<file path="src/rtl/decoder24_hold.sv">
// decoder24_hold: registered 2-to-4 decoder that holds the decoded one-hot
// line for HOLD clock cycles, then pulses done for one cycle.
//
// Ports:
//   clk   - system clock, rising edge
//   rst   - asynchronous active-high reset
//   en    - code valid, sampled only while idle
//   x, y  - 2-bit code {x,y}
//   a..d  - registered one-hot decoded lines for codes 00, 01, 10, 11
//   busy  - high while a line is being held; en is ignored meanwhile
//   done  - one-cycle pulse on the cycle after the hold ends
//
// HOLD must be in 1..255 and 2**CNT_W must exceed HOLD-1.
module decoder24_hold #(
  parameter int unsigned HOLD  = 4,
  parameter int unsigned CNT_W = 8
) (
  input  logic clk,
  input  logic rst,
  input  logic en,
  input  logic x,
  input  logic y,
  output logic a,
  output logic b,
  output logic c,
  output logic d,
  output logic busy,
  output logic done
);

  typedef enum logic {
    IDLE    = 1'b0,
    HOLDING = 1'b1
  } state_t;

  state_t             state;
  logic [CNT_W-1:0]   cnt;

  // Single registered FSM; every output is a flop.
  always_ff @(posedge clk or posedge rst) begin
    if (rst) begin
      state <= IDLE;
      cnt   <= '0;
      a     <= 1'b0;
      b     <= 1'b0;
      c     <= 1'b0;
      d     <= 1'b0;
      busy  <= 1'b0;
      done  <= 1'b0;
    end else begin
      case (state)
        IDLE: begin
          // done only survives the single cycle spent here after a hold.
          done <= 1'b0;
          if (en) begin
            a     <= ~x & ~y;
            b     <= ~x &  y;
            c     <=  x & ~y;
            d     <=  x &  y;
            busy  <= 1'b1;
            // The load cycle counts as the first held cycle.
            cnt   <= CNT_W'(HOLD - 1);
            state <= HOLDING;
          end
        end
        HOLDING: begin
          if (cnt != '0) begin
            cnt <= cnt - CNT_W'(1);
          end else begin
            a     <= 1'b0;
            b     <= 1'b0;
            c     <= 1'b0;
            d     <= 1'b0;
            busy  <= 1'b0;
            done  <= 1'b1;
            state <= IDLE;
          end
        end
      endcase
    end
  end

endmodule
</file>
<file path="config.mk">
export PLATFORM = sky130hd
export DESIGN_NAME = decoder24_hold
export DESIGN_NICKNAME = d
export VERILOG_FILES = /design/src/rtl/decoder24_hold.sv
export SDC_FILE = /design/constraint.sdc
export NUM_CORES = 1
export LEC_CHECK = 0
export ABC_AREA = 1
export BUFFER_PORTS_ARGS = -buffer_cell sky130_fd_sc_hd__buf_2
export CELL_PAD_IN_SITES_DETAIL_PLACEMENT = 1
export CELL_PAD_IN_SITES_GLOBAL_PLACEMENT = 1
export CORE_UTILIZATION = 40
export CTS_BUF_LIST = sky130_fd_sc_hd__clkbuf_8 sky130_fd_sc_hd__clkbuf_16
export DETAILED_ROUTE_END_ITERATION = 7
export GPL_TIMING_DRIVEN = 0
export PLACE_DENSITY = 0.87
export SETUP_SLACK_MARGIN = 0.2
export SYNTH_ARGS = -nofsm -noshare
export SYNTH_HDL_FRONTEND = slang
export SYNTH_SLANG_ARGS = --single-unit
</file>
<file path="constraint.sdc">
create_clock -name clk -period 4.34 [get_ports clk]
set_clock_uncertainty 0.1 [all_clocks]
set_input_delay 1.085 -clock clk [delete_from_list [all_inputs] [get_ports clk]]
set_output_delay 1.085 -clock clk [all_outputs]
set_load 0.005 [all_outputs]
</file>
==> flow_summary_export.csv <==
group,metric,value,unit
critical_path,worstSetupStartpoint,"c",
clocking,cts_root_buf,"clkbuf_8",
die,die_x,46.5,um
logic_synthesis,synthTopCellsByArea,"dfrtp_1 (47%), nand2_1 (12%), nand3_1 (9.5%), inv_1 (5.2%), nor2_1 (4.7%)",
sta,rsz0062_at_grt,"false",
grt,grt_pass1_wl,3370,um
logic_synthesis,yosysUniqueCellTypes,19,
logic_synthesis,synth_fp_nets,104,
logic_synthesis,avgSynthCellArea,8.09,sq um
sta,period_needed,1.95,ns
critical_path,cp_top_family,"flip-flops",
job,drv_cap,0,
sta,worstMarginPinSlew,0.605,ns
critical_path,crit_path_start_kind,"flop",
clocking,post_cts.repair.setup_buffers,0,
sta,hold_ws,0.380,ns
logic_synthesis,synth-seq-cells,15,
logic_synthesis,netlist_area,793,sq um
drt,met3_length,36,um
power_and_ir_drop,vdd_ir_drop_max,182,uV
final_layout,multi_input_area,350,sq um
final_layout,area_growth,16.1,%
die,io_pins,11,
clocking,hold_buffers,0,
clocking,cts_tree,"done",
drt,drtPass1Iterations,3,
logic_synthesis,synthArstFlopShare,100,%
sta,finalMaxSlewViolations,0,
clocking,h-tree-depth,1,
final_layout,diodes,0,
final_layout,fill_cells,228,
critical_path,crit_type,"flop to output pin",
drt,wl_met1,963,um
final_layout,layout-drive-gt1-share,23.2,%
critical_path,cp.required,3.15,ns
grt,grt_util_all_layers,23.0,%
critical_path,worstPathMaxFanout,2,
critical_path,cp_slowest_stage_delay,0.39,ns
clocking,cts.sinks,15,
clocking,cts_buffer_depth,2,
critical_path,cp_cell_sequence,"buf_2",
grt,grt_antenna_before_repair,0,
die,coreArea,1780,sq um
final_layout,regArea,375,sq um
sta,setup_viol_count_final,0,
grt,grt_max_degree,16,
worst_hold_path,min_from,"done",
critical_path,crit_path_end_kind,"output pin",
sta,maxSlewHeadroom,59.6,%
critical_path,slowest_stage,"dfrtp_1",
drt,drcViolationCount,0,
drt,wl_per_cell,14.9,um
power_and_ir_drop,finalPower,0.000261,W
sta,tns,0,ns
worst_hold_path,holdCritPathClass,"flop to flop",
clocking,insertion_delay,0.24,ns
sta,fin_crit_sh,44.9,%
final_layout,fin_nets,119,
drt,dr_wl_met2,1030,um
die,die_h,46.5,um
placed_design,port_buffers,10,
placed_design,dpl.hpwl,1420,um
logic_synthesis,ys_top_cells_by_count,"nand2_1 (26), dfrtp_1 (15), nand3_1 (15)",
drt,vias,695,
die,row_count,15,
sta,fmax,513,MHz
logic_synthesis,yosysWarnings,0,
logic_synthesis,yosysMostFrequentCell,"nand2_1",
placed_design,place_congestion,0.791,
drt,drt_iter0_markers,8,
grt,grt_overflow,0,
logic_synthesis,postSynthCellCount,98,
logic_synthesis,synth_flop_cell,"dfrtp_1",
drt,vias_per_cell,5.07,
outcome,status,"completed",
die,start_util,44.5,%
clocking,clk_pin_slew,0.06,ns
grt,grt_pass1_vias,685,
logic_synthesis,seq_area_frac_synth,47.3,%
sta,hold_viol_final,0,
die,die_area,2170,sq um
drt,top_layer_used,"met4",
critical_path,r2r-start,"cnt[0]",
drt,ant_nets,0,
drt,routed_wl,2040,um
logic_synthesis,synth_edf_count,0,
critical_path,crit_buf_inv,1,
logic_synthesis,synth_top_area_cell,"dfrtp_1",
clocking,post_cts_resized,0,
power_and_ir_drop,leakagePower,0.505,nW
power_and_ir_drop,powerDensity,283,nW/um^2
clocking,numCtsBuffers,3,
critical_path,crit_arrival,0.76,ns
logic_synthesis,yosys.area.top_type_share,47.3,%
-- through the flow --
stage / utilization [%] / cell area (sq um) / instances / worst slack, ns
finish: 51.6 / 921 / 137 / 2.39
global route: 51.6 / 921 / 137 / 2.37
CTS: 51.6 / 921 / 137 / 2.39
detailed placement: 49.1 / 875 / 133 / 2.48
global placement: 49.1 / 875 / 133 / 2.50
floorplan: - / 793 / 98 / 2.70
-- logic make-up (layout without fill, tap and decap cells) --
family,after synthesis,after routing,share of synthesized area [%]
simple gates,60,60,35.5
flops,15,15,47.3
buf+inv,15,29,8.52
xor+xnor,4,4,4.42
compound gates,3,3,2.68
fa+ha+maj,1,1,1.58
-- layout make-up --
type                            count  share of cell area, %
Timing Repair Buffer               10                   5.43
Multi-Input combinational cell     68                   38.0
Tap cell                           25                   3.40
Sequential cell                    15                   40.8
Buffer                              2                   2.04
Clock buffer                        3                   4.48
Inverter                           13                   5.30
Clock inverter                      1                  0.543
-- report_power, final --
part	total, W	internal, W	switching (W)	leakage [nW]
sequential	0.000140	0.000140	0	0.185
clock	0.000115	0.0000635	0.0000514	0.0255
combinational	0.00000577	0.00000148	0.00000430	0.295
total	0.000261	0.000205	0.0000557	0.505
-- state kept, by name (all words and copies together) (netlist names) --
name,flops
d,1
done,1
a,1
cnt,8
state,1
b,1
c,1
busy,1
-- metal layers --
metal / track usage (%) / up-vias
met2: 38.1 / 10
li1: - / 333
met3: 3.53 / 2
met4: 5.29 / 0
met5: 0 / -
met1: 31.1 / 350
-- worst paths after layout --
| kind | endpoint | slack (ns) | cells after the start |
|---|---|---|---|
| hold / removal | done | 0.38 | 2 |
| max in group asynchronous | cnt[3] | 2.95 | 2 |
| setup / recovery | c | 2.39 | 1 |
| setup reg to reg | cnt[6] | 2.55 | 10 |
| min in group asynchronous | busy | 0.80 | 2 |
| hold reg to reg | done | 0.38 | 2 |
-- placed cells by master, fill, tap and decap left out, drive strengths merged --
cell type and count:
clkinv 1, nor3 1, nand3 15, nand2 31, o211ai 1, inv 13
ha 1, xnor2 1, nand4 2, xor2 3, dfrtp 15, nor2 11
clkbuf 3, buf 12, o21ai 2
No activity file was read; power rests on OpenSTA's default activity.
